===== src/rtl/div_pkg.sv =====
// div_pkg: shared definitions for the sequential restoring divider.
//   - Default operand widths (18-bit dividend/quotient, 9-bit divisor/remainder).
//   - FSM state encoding constants (IDLE=0, CALC=1).
//   - cnt_width(): width of an iteration counter that must hold n-1.
package div_pkg;

   localparam int DIVIDEND_W_DEF = 18;
   localparam int DIVISOR_W_DEF  = 9;

   localparam logic [0:0] ST_IDLE = 1'b0;
   localparam logic [0:0] ST_CALC = 1'b1;

   function automatic int cnt_width(input int n);
      return (n <= 2) ? 1 : $clog2(n);
   endfunction

endpackage


===== src/rtl/div_step.sv =====
// div_step: one combinational restoring-division step.
// Ports:
//   rem_in   [DIVISOR_W:0]   partial remainder before the step
//   bit_in                   next dividend bit shifted into the remainder
//   divisor  [DIVISOR_W-1:0] unsigned divisor
//   rem_out  [DIVISOR_W:0]   partial remainder after the step
//   quot_bit                 quotient bit produced by this step
module div_step
   import div_pkg::*;
#(
   parameter int DIVISOR_W = DIVISOR_W_DEF
) (
   input  logic [DIVISOR_W:0]   rem_in,
   input  logic                 bit_in,
   input  logic [DIVISOR_W-1:0] divisor,
   output logic [DIVISOR_W:0]   rem_out,
   output logic                 quot_bit
);

   logic [DIVISOR_W:0]   shifted;
   logic [DIVISOR_W+1:0] diff;
   logic                 unused_msb;

   // The incoming remainder is always < divisor, so its guard bit is zero
   // and falls off the shift.
   assign unused_msb = rem_in[DIVISOR_W];

   always_comb begin
      shifted  = {rem_in[DIVISOR_W-1:0], bit_in};
      // One extra bit on the trial subtraction exposes the borrow.
      diff     = {1'b0, shifted} - {2'b00, divisor};
      quot_bit = ~diff[DIVISOR_W+1];
      rem_out  = quot_bit ? diff[DIVISOR_W:0] : shifted;
   end

endmodule


===== src/rtl/div_seq.sv =====
// div_seq: sequential restoring divider, one quotient bit per clock.
// Ports:
//   sys_clk, sys_rst_n            clock (rising edge), async active-low reset
//   div_start                     request, sampled only while idle
//   div_in_dividend/div_in_divisor unsigned operands, sampled on accept
//   div_busy                      high while an operation is in progress
//   div_valid                     one-cycle result pulse
//   div_quot, div_rem             quotient / remainder, held after div_valid
//   div_zero                      divisor was zero (quot=all ones, rem=0)
module div_seq
   import div_pkg::*;
#(
   parameter int DIVIDEND_W = DIVIDEND_W_DEF,
   parameter int DIVISOR_W  = DIVISOR_W_DEF
) (
   input  logic                  sys_clk,
   input  logic                  sys_rst_n,
   input  logic                  div_start,
   input  logic [DIVIDEND_W-1:0] div_in_dividend,
   input  logic [DIVISOR_W-1:0]  div_in_divisor,
   output logic                  div_busy,
   output logic                  div_valid,
   output logic [DIVIDEND_W-1:0] div_quot,
   output logic [DIVISOR_W-1:0]  div_rem,
   output logic                  div_zero
);

   localparam int              CNT_W    = cnt_width(DIVIDEND_W);
   localparam logic [CNT_W-1:0] CNT_LOAD = CNT_W'(DIVIDEND_W - 1);

   logic [0:0]            state;
   logic [CNT_W-1:0]      cnt;
   logic                  zero_pend;
   logic [DIVIDEND_W-1:0] dvd;
   logic [DIVISOR_W-1:0]  dvs;
   logic [DIVISOR_W:0]    prem;
   logic [DIVISOR_W:0]    prem_next;
   logic                  qbit;
   logic                  accept;

   // A divide-by-zero request occupies one cycle (zero_pend) before its
   // result pulse; no new request is taken during that cycle.
   assign accept   = (state == ST_IDLE) && !zero_pend && div_start;
   assign div_busy = (state == ST_CALC);

   div_step #(
      .DIVISOR_W (DIVISOR_W)
   ) u_step (
      .rem_in   (prem),
      .bit_in   (dvd[DIVIDEND_W-1]),
      .divisor  (dvs),
      .rem_out  (prem_next),
      .quot_bit (qbit)
   );

   // Control and result registers
   always_ff @(posedge sys_clk or negedge sys_rst_n) begin
      if (!sys_rst_n) begin
         state     <= ST_IDLE;
         cnt       <= '0;
         zero_pend <= 1'b0;
         div_valid <= 1'b0;
         div_quot  <= '0;
         div_rem   <= '0;
         div_zero  <= 1'b0;
      end else begin
         div_valid <= 1'b0;
         zero_pend <= 1'b0;
         if (accept) begin
            div_zero <= 1'b0;
            if (div_in_divisor != '0) begin
               state <= ST_CALC;
               cnt   <= CNT_LOAD;
            end else begin
               zero_pend <= 1'b1;
            end
         end else if (zero_pend) begin
            div_valid <= 1'b1;
            div_quot  <= '1;
            div_rem   <= '0;
            div_zero  <= 1'b1;
         end else if (state == ST_CALC) begin
            if (cnt == '0) begin
               // Last iteration: publish the completed step directly.
               state     <= ST_IDLE;
               div_valid <= 1'b1;
               div_quot  <= {dvd[DIVIDEND_W-2:0], qbit};
               div_rem   <= prem_next[DIVISOR_W-1:0];
            end else begin
               cnt <= cnt - CNT_W'(1);
            end
         end
      end
   end

   // Datapath: {prem, dvd} shifts left each iteration while quotient bits
   // fill the freed dividend LSBs, MSB first.
   always_ff @(posedge sys_clk) begin
      if (accept) begin
         dvd  <= div_in_dividend;
         dvs  <= div_in_divisor;
         prem <= '0;
      end else if (state == ST_CALC) begin
         dvd  <= {dvd[DIVIDEND_W-2:0], qbit};
         prem <= prem_next;
      end
   end

endmodule


===== config.mk =====
export PLATFORM = sky130hd
export DESIGN_NAME = div_seq
export DESIGN_NICKNAME = d
export VERILOG_FILES = /design/src/rtl/div_pkg.sv /design/src/rtl/div_step.sv /design/src/rtl/div_seq.sv
export SDC_FILE = /design/constraint.sdc
export NUM_CORES = 1
export LEC_CHECK = 0
export CAP_MARGIN = 0
export CORE_ASPECT_RATIO = 0.5
export CORE_MARGIN = 1.5
export CORE_UTILIZATION = 52
export CTS_CLUSTER_SIZE = 16
export DETAILED_ROUTE_END_ITERATION = 8
export GPL_ROUTABILITY_DRIVEN = 1
export PLACE_DENSITY = 0.79
export REMOVE_ABC_BUFFERS = 1
export SLEW_MARGIN = 5
export SYNTH_ARGS = -nofsm -noshare
export SYNTH_HDL_FRONTEND = slang
export SYNTH_SLANG_ARGS = --single-unit
export TNS_END_PERCENT = 100

===== constraint.sdc =====
create_clock -name sys_clk -period 2.8 [get_ports sys_clk]
set_input_delay 0.56 -clock sys_clk [delete_from_list [all_inputs] [get_ports sys_clk]]
set_output_delay 0.56 -clock sys_clk [all_outputs]
set_load 0.02 [all_outputs]

==> run_results.csv <==
group,metric,value,unit
logic_synthesis,netlist_instances,294,
drt,routed_wl,7508,um
global_routing,grt_pass1_vias,2478,
global_routing,grt_pass1_wl,11760,um
worst_setup_path,crit_path_max_fanout,8,
timing,worst_slew_pin_slew,0.8141,ns
run,drv_cap,0,
drt,route.met2.wl,3856,um
drt,dr.max_layer_used,"met4",
timing,setup_violations,0,
clocking,h-tree-depth,3,
clocking,cts.path.max_buffers,2,
worst_setup_path,critPathKind,"flop to flop",
cells_and_area,post-route-util,0.7033,
timing,min_period,2.634,ns
timing,slew_headroom,0.4572,
worst_setup_path,r2r_cells,9,
timing,fin_setup_tns,0,ns
place,gp_congestion,0.8669,
clocking,cts_hold_buf,0,
cells_and_area,regArea,1892,um2
timing,finClkSkew,0.008281,ns
logic_synthesis,yosys.cell_types.count,49,
floorplan,core-area,6106,um2
logic_synthesis,synth-seq-cells,72,
power_and_ir_drop,internal_power,3.631,mW
power_and_ir_drop,power_frac_seq,0.346,
drt,wl_met1,3063,um
logic_synthesis,yosys.area_share.adder,0.04769,
floorplan,fp.dieH,59.38,um
floorplan,die_x,115.8,um
worst_setup_path,cp-start-kind,"flop",
floorplan,die-area,6874,um2
power_and_ir_drop,leakage,1.869,nW
status,status,"completed",
power_and_ir_drop,switchingPower,1.967,mW
worst_setup_path,worstSetupEndpointType,"flop",
logic_synthesis,synth-edff-count,27,
drt,firstDrtPassIters,6,
logic_synthesis,async_flop_share,0.5000,
place,placed_area,3980,um2
timing,period_share,0.9408,
drt,wl_per_cell,16.61,um
timing,hold_viol_final,0,
global_routing,antenna_found_initial,0,
logic_synthesis,yosys.area_share.simple,0.1329,
clocking,clock_latency,0.33,ns
cells_and_area,multi_input_area,1265,um2
clocking,ctsResizeCount,0,
logic_synthesis,synthMuxAreaShare,0.02271,
logic_synthesis,ys.flop_type,"dfrtp_1",
logic_synthesis,synth_warnings,0,
worst_setup_path,reg2reg_slack,0.17,ns
power_and_ir_drop,combPwrFrac,0.439,
logic_synthesis,synth_area,3306,um2
clocking,clock_sinks,72,
floorplan,start_util,0.5414,
worst_setup_path,crit_arrival,2.85,ns
power_and_ir_drop,netSwitchingFraction,0.3514,
worst_setup_path,r2r_end,"prem[2]",
drt,drt_iter0_markers,118,
logic_synthesis,avgSynthCellArea,11.24,um2
floorplan,io_pins,60,
global_routing,overflow,0,
drt,num_vias,2504,
logic_synthesis,synth_seq_area_share,0.5723,
timing,fmax,379.6,MHz
cells_and_area,fillers,460,
floorplan,rows,20,
place,dp_hpwl,5092,um
power_and_ir_drop,ir_worst_vdd,0.5476,mV
cells_and_area,design_area,4294,um2
power_and_ir_drop,clock_power_share,0.215,
clocking,cts_setup_buffers,0,
power_and_ir_drop,powerDensity,1304,nW/um2
place,io_buffers,59,
worst_setup_path,worstReg2RegStart,"dvd[17]",
drt,wl_met3,460,um
cells_and_area,diodes,0,
global_routing,grt_use_total,0.2380,
drt,vias_per_cell,5.540,
clocking,clk_pin_slew,0.06,ns
logic_synthesis,synth-xor-area-share,0.02120,
timing,report.final.slew_viol_count,0,
power_and_ir_drop,finalPower,5.598,mW
timing,grt_setup_unrepaired,"false",
min_path,hp-class,"input pin to asynchronous set/reset pin",
clocking,cts_tree,"yes",
cells_and_area,area_growth,29.90,%
worst_setup_path,required,3.02,ns
cells_and_area,drive_above_1_share,0.09890,
drt,drc,0,
global_routing,grt_max_degree,37,
cells_and_area,final_nets,401,
drt,ant_nets,0,
clocking,cts_root_buf,"clkbuf_16",
clocking,cts_buffers,9,
logic_synthesis,synth_top_family_by_area,"compound AO/OA/AOI/OAI gates",
logic_synthesis,synth_compound_area_frac,0.1582,
==> stage by stage <==
step | setup WS [ns] | hold slack [ns] | instances
final | 0.1657 | 0.3218 | 452
after global routing | 0.03861 | 0.3975 | 452
after CTS | 0.1624 | 0.3477 | 452
after detailed placement | 0.2064 | 0.4827 | 436
after global placement | 0.2857 | 0.4671 | 436
after floorplan | 0.2144 | 0.2644 | 281
==> worst max-delay path by stage <==
stage	start	endpoint	slack [ns]	cells past startpoint
final	dvd[17]	prem[2]	0.17	9
after global routing	dvd[17]	prem[2]	0.04	9
after CTS	dvd[17]	prem[2]	0.16	9
after detailed placement	dvd[17]	prem[2]	0.21	9
after global placement	dvd[17]	div_rem[1]	0.29	9
after floorplan	div_busy	cnt[4]	0.21	7
==> routing by layer <==
layer / up-vias / GRT usage
li1: 1187 / -
met1: 1210 / 0.2797
met2: 94 / 0.4142
met3: 13 / 0.06339
met4: 0 / 0.1202
met5: - / 0
==> registers in the layout (all words and copies together) (netlist names) <==
name	count
div_quot	18
dvd	18
div_rem	9
dvs	9
prem	9
cnt	5
div_busy	1
div_valid	1
div_zero	1
zero_pend	1
==> worst max-delay path, cell delays in order, from the launching register on <==
cell and delay, ns:
edfxtp_1 0.39, inv_1 0.10, ha_1 0.16, inv_1 0.06, fa_1 0.41, a211oi_2 0.32, o31ai_4 0.14, a31o_1 0.39
mux2_4 0.36, a22o_1 0.19
==> final cells by class <==
cell class,instances,area share
multi-input cells,191,0.2946
inverters,18,0.01573
clock buffers,11,0.05420
flip-flops and latches,72,0.4406
repair buffers,67,0.1503
clock inverters,5,0.01894
well taps,88,0.02564
==> cell usage after synthesis (2+ instances only) <==
| cell | instances | area share |
|---|---|---|
| nand2_1 | 64 | 0.073 |
| dfrtp_1 | 36 | 0.27 |
| edfxtp_1 | 27 | 0.25 |
| inv_1 | 18 | 0.020 |
| o22a_1 | 17 | 0.045 |
| nor2_1 | 16 | 0.018 |
| ha_1 | 11 | 0.042 |
| a22o_1 | 10 | 0.026 |
| a21oi_1 | 9 | 0.014 |
| dfxtp_1 | 9 | 0.055 |
| clkbuf_1 | 5 | 0.0057 |
| mux2_4 | 5 | 0.023 |
| o21ai_0 | 5 | 0.0076 |
| xor2_1 | 5 | 0.013 |
| nor3_1 | 4 | 0.0061 |
| nor4_1 | 4 | 0.0076 |
| buf_4 | 3 | 0.0068 |
| xnor2_1 | 3 | 0.0079 |
| a211o_1 | 2 | 0.0053 |
| a211oi_1 | 2 | 0.0045 |
| a21o_1 | 2 | 0.0045 |
| a31o_2 | 2 | 0.0053 |
| a31oi_1 | 2 | 0.0038 |
| a32o_1 | 2 | 0.0061 |
| a32oi_1 | 2 | 0.0053 |
| and2_1 | 2 | 0.0038 |
| and4_1 | 2 | 0.0053 |
| buf_6 | 2 | 0.0068 |
| nand3_1 | 2 | 0.0030 |
| o31ai_1 | 2 | 0.0045 |
==> power groups by stage <==
stage	registers, mW	clock network, mW	logic [mW]
final	1.94	1.20	2.46
after CTS	1.93	1.22	2.47
after global placement	1.92	0	2.32
after detailed placement	1.94	0	2.44
after global routing	1.98	1.26	2.69
after floorplan	2.13	0	1.37
==> cell usage in the layout, fill, tap and decap left out, types with 3 or more instances in the layout <==
| cell type | count |
|---|---|
| nand2_1 | 64 |
| clkdlybuf4s50_1 | 58 |
| dfrtp_1 | 36 |
| edfxtp_1 | 27 |
| inv_1 | 18 |
| o22a_1 | 17 |
| nor2_1 | 16 |
| ha_1 | 11 |
| a22o_1 | 10 |
| a21oi_1 | 9 |
| clkbuf_16 | 9 |
| dfxtp_1 | 9 |
| buf_4 | 8 |
| o21ai_0 | 5 |
| xor2_1 | 5 |
| mux2_4 | 5 |
| nor4_1 | 4 |
| nor3_1 | 4 |
| xnor2_1 | 3 |
==> cells by family after synthesis <==
family,after synthesis
AND/OR/NAND/NOR,101
flip-flops,72
AO/OA/AOI/OAI,65
buffers and inverters,31
adder cells (fa/ha/maj),12
XOR/XNOR,8
multiplexers,5
Power figures use the tool's default switching activity.
==> patch 1, RTL diff (same settings) <==
`DIVISOR_W_DEF`: 9 -> 10.
--- a/src/rtl/div_pkg.sv
+++ b/src/rtl/div_pkg.sv
@@ -5,7 +5,7 @@
 package div_pkg;
 
    localparam int DIVIDEND_W_DEF = 18;
-   localparam int DIVISOR_W_DEF  = 9;
+   localparam int DIVISOR_W_DEF  = 10;
 
    localparam logic [0:0] ST_IDLE = 1'b0;
    localparam logic [0:0] ST_CALC = 1'b1;
Interface: changed (resized div_in_divisor and div_rem); port bits go from 60 to 62. The function was not compared with the original's and may differ.
==> patch 1 against the unedited design <==
Area after synthesis is 9.0% higher. Hold slack better by 20 ps. Worst setup slack better by 210 ps. Total power is 1.4% higher. Critical path depth is 2 lower. Sequential cell count is 3 higher. Largest cell class unchanged. Cell count is 3.1% higher. Routed wire length is 3.5% higher. Largest power group unchanged. Cell area is 6.5% higher. Core utilization is 2.1 points lower.
==> patch 1: results (changes against the unedited design) <==
grt:
  grt_start_max_net_pins: 38  # +2.7%
  antenna_found_initial: 0  # unchanged
  grt_pass1_vias: 2427  # -2.1%
  grt_util_all_layers_pct: 22.22  # -1.6 points
  grt_first_pass_wirelength_um: 12200  # +3.7%
  grt.met2_usage_pct: 36.85  # -4.6 points
  use_met1_pct: 28.85  # +0.88 points
  grt_use_met3_pct: 7.573  # +1.2 points
clocking:
  clk_latency_ps: 340
  clk_path_buf_depth: 2  # unchanged
  path_clk_slew_ps: 60  # about the same
  htreeDepth: 3  # unchanged
  cts_setup_buffers: 0  # unchanged
finish:
  comb.multi_input.count: 200  # +4.7%
  n_clock_buffer: 10  # -1
  finalInstanceArea_mm2: 0.004572  # +6.5%
  regArea_mm2: 0.001967  # +4.0%
  fin_cells: 466  # +3.1%
  finalNetCount: 413  # +3.0%
  fill_cells: 493  # +7.2%
  bufAreaShareNonClock_pct: 13.90  # -1.1 points
  clock_cell_area_share_pct: 6.623  # -0.69 points
  multi_input_area_share_pct: 32.46  # +3.0 points
  antennaDiodeCount: 0  # unchanged
  nonClockBufferCount: 65  # -3.0%
  drive_above_1_share_pct: 13.10  # +3.2 points
logic_synthesis:
  synth_edf_count: 28  # +3.7%
  ys_ff_latch: 75  # +4.2%
  synth_common_cells: "37 x dfrtp_1, 35 x nand2_1, 28 x edfxtp_1"
  synth-seq-area-share_pct: 54.58  # -2.6 points
  synth_cell_types: 58  # +18%
  synthFlopType: "dfrtp_1"
  synth.area.top_cells: "dfrtp_1 26%, edfxtp_1 23%, mux2i_1 6.1%"
  async_reset_ff_share_pct: 49.33  # -0.67 points
  synth_area_per_cell_um2: 11.59  # +3.0%
place:
  hpwl_um: 5283  # +3.7%
  numPortBuffers: 61  # +3.4%
  placed_area_mm2: 0.004269  # +7.3%
  place_ws_ps: 363.2  # +156.8 ps
  dp_cells: 450  # +3.2%
  gp_congestion: 0.9016  # +4.0%
timing:
  slew-limit-headroom_pct: 41.81  # -3.9 points
  setup_viol: 0  # unchanged
  clock_skew_ps: 6.640  # -1.640 ps
power:
  power.leakage_uw: 0.001912  # +2.3%
  ir_worst_vdd_mv: 0.6029  # +10%
  netSwitchingPower_uw: 2100  # +6.7%
critical_path:
  arrival_ps: 2510  # -340 ps
  crit_fanout: 13  # +5
route:
  route.vias.total: 2589  # +3.4%
  wl_um: 7769  # +3.5%
  drt_iter0_drc: 163  # +38%
  firstDrtPassIters: 4  # -2
outcome:
  status: "complete, no violations"
floorplan:
  core_mm2: 0.006700  # +9.7%
[patch 1: cell types whose count changed in the layout (fill, tap and decap cells not counted), moves of 5 or more]
cell / delta
mux2_4: -5
o21ai_1: +7
nand2_1: -29
mux2i_1: +22
a22o_1: -10
nand3_1: +6
o21ai_0: +8
mux2_2: +18
o22a_1: -17
[patch 1: path summary, 6_finish.rpt]
| path | start | end | slack, ps | cells after the start |
|---|---|---|---|---|
| min | sys_rst_n | div_rem[1] | 340 | 1 |
| min in group sys_clk | prem[2] | prem[2] | 470 | 2 |
| min reg2reg | prem[2] | prem[2] | 470 | 2 |
| max | dvs[9] | dvd[0] | 370 | 7 |
| max in group asynchronous | sys_rst_n | div_rem[9] | 1910 | 1 |
| max reg2reg | dvs[9] | dvd[0] | 370 | 7 |
[patch 1: routing by layer]
layer	share of wire, %	up-vias
met5	0	-
met3	5.5	12
met4	1.4	0
met2	49	78
met1	44	1267
li1	-	1232
[patch 1: logic make-up (layout without fill, tap and decap cells)]
group,after synthesis,after routing,share of synthesized area (%)
multiplexers,40,40,11.74
XOR/XNOR,9,9,2.188
flip-flops,75,75,54.58
adder cells (fa/ha/maj),13,13,4.722
AO/OA/AOI/OAI,56,56,10.31
AND/OR/NAND/NOR,82,82,12.01
buffers and inverters,36,99,4.444
[patch 1: critical path: stages (launching register included)]
cell and delay [ps]:
edfxtp_1 320, inv_1 40, ha_1 350, a211oi_2 280, nand2_1 140, nand4b_2 250
and2_1 410, mux2_2 380
[patch 1: power groups by stage]
| stage | Clock, uW | Sequential, uW | Combinational [uW] |
|---|---|---|---|
| floorplan | 0 | 2160 | 1460 |
| global placement | 0 | 1970 | 2410 |
| detailed placement | 0 | 2000 | 2500 |
| CTS | 1180 | 1990 | 2530 |
| global route | 1240 | 2050 | 2760 |
| finish | 1170 | 1990 | 2530 |
==> patch 2, RTL diff (config.mk and constraints unchanged) <==
Made on the original files. Reset style: synchronous (`sys_rst_n`), changed in one clocked block. Comments in the files are not updated.
--- a/src/rtl/div_seq.sv
+++ b/src/rtl/div_seq.sv
@@ -54,7 +54,7 @@
    );
 
    // Control and result registers
-   always_ff @(posedge sys_clk or negedge sys_rst_n) begin
+   always_ff @(posedge sys_clk) begin
       if (!sys_rst_n) begin
          state     <= ST_IDLE;
          cnt       <= '0;
Check against the original RTL: differs if sys_rst_n is asserted again (counterexample within 4 cycles, from zero or initial values and one cycle with sys_rst_n low); with sys_rst_n held inactive, the same outputs for 10 cycles.
==> patch 2 against the unedited design <==
Hold slack improved by 150 ps. Clock skew decreased by 1.2 ps. Sequential cell count unchanged. Cell area hardly changed. Worst setup slack improved by 150 ps. Routed wire length is 4.9% higher. Critical path depth did not move. Area after synthesis down 1.1%. Count of clock-buffer cells in the layout increased by 1. Global-route usage up 1.0 points. Synthesized cell count rose by 7.5%. Critical path type unchanged. Critical endpoint is now div_rem[8].
Power is not compared: it rests on default switching activity, and its combinational part moved more than twofold at a synthesized area within 25%.
==> patch 2: results (changes against the unedited design) <==
finish:
  antennaDiodeCount: 0  # unchanged
  finalNetCount: 426  # +6.2%
  fill_cells: 443  # -3.7%
  drive_above_1_share_pct: 15.42  # +5.5 points
  fin_cells: 477  # +5.5%
grt:
  grt_first_pass_wirelength_um: 12570  # +6.9%
  grt_start_max_net_pins: 27  # -27%
  grt_util_all_layers_pct: 24.81  # +1.0 points
  grt_pass1_vias: 2615  # +5.5%
critical_path:
  crit_fanout: 3  # -5
  rrSetupSlack_ps: 320  # +150 ps
  critPathLaunch: "dvd[17]"
  r2r_end: "div_rem[8]"
  arrival_ps: 2710  # -140 ps
logic_synthesis:
  async_reset_ff_share_pct: 0  # -50 points
  synth-seq-area-share_pct: 52.35  # -4.9 points
  synth_common_cells: "49 x nand2_1, 45 x dfxtp_1, 27 x edfxtp_1"
  synth.area.top_cells: "dfxtp_1 28%, edfxtp_1 25%, mux2_2 7.6%"
  synth_cell_types: 48  # -2.0%
  synthCells: 316  # +7.5%
  yosysWarnings: 0  # unchanged
  synthFlopType: "dfxtp_1"
route:
  drt_iter0_drc: 271  # +130%
  wl_um: 7879  # +4.9%
  route.vias.total: 2733  # +9.1%
  firstDrtPassIters: 5  # -1
timing:
  hold-worst-slack_ps: 473.6  # +151.8 ps
  slew-limit-headroom_pct: 42.75  # -3.0 points
  clock_skew_ps: 7.047  # -1.234 ps
clocking:
  clk_latency_ps: 340
  post_cts_resized: 0  # unchanged
  path_clk_slew_ps: 60  # about the same
  clk_path_buf_depth: 2  # unchanged
  cts_made_buffers: 9  # unchanged
hold_path:
  hp-class: "reg -> reg"
place:
  gp_congestion: 0.8549  # -1.4%
  dp_cells: 461  # +5.7%
  hpwl_um: 5237  # +2.8%
  placed_area_mm2: 0.004013  # +0.82%
outcome:
  status: "complete, no violations"
patch 2: logic make-up after synthesis:
group,after synthesis,synth area share [%]
XOR/XNOR,5,1.339
adder cells (fa/ha/maj),12,4.822
multiplexers,25,8.496
AO/OA/AOI/OAI,71,15.77
flip-flops,72,52.35
buffers and inverters,33,3.789
AND/OR/NAND/NOR,98,13.43
patch 2: routing by layer:
| metal | part of all wire (%) | up-vias | global-route usage (%) |
|---|---|---|---|
| met5 | 0 | - | 0 |
| met4 | 1.1 | 0 | 9.700 |
| met3 | 7.5 | 10 | 6.646 |
| met2 | 49 | 125 | 41.58 |
| met1 | 43 | 1295 | 31.34 |
| li1 | - | 1303 | - |
patch 2: through the flow:
step	setup TNS (ps)	util, %	setup WS, ps
after floorplan	-12210	-	-547.8
after global placement	0	65.99	434.9
after detailed placement	0	65.99	379.5
after CTS	0	70.64	349.8
after global routing	0	70.64	214.7
final	0	70.64	319.2
patch 2: layout make-up:
| class | instances | area share, % |
|---|---|---|
| clock buffers | 12 | 6.001 |
| well taps | 88 | 2.563 |
| repair buffers | 70 | 15.67 |
| flip-flops and latches | 72 | 39.85 |
| inverters | 20 | 1.748 |
| multi-input cells | 211 | 33.59 |
| clock inverters | 4 | 0.5826 |
patch 2: power by group:
group	internal (uW)	leakage (uW)	switching (uW)
combinational	505	0.000858	612
clock	653	0.000139	427
sequential	1270	0.000633	118
total	2420	0.00163	1160
patch 2: critical path, stage by stage, from the launching register on:
cell	delay [ps]
edfxtp_1	390
inv_1	90
ha_1	150
inv_1	50
fa_1	400
a21o_1	220
a221oi_1	440
nor3_1	110
mux2_2	310
a31o_1	210
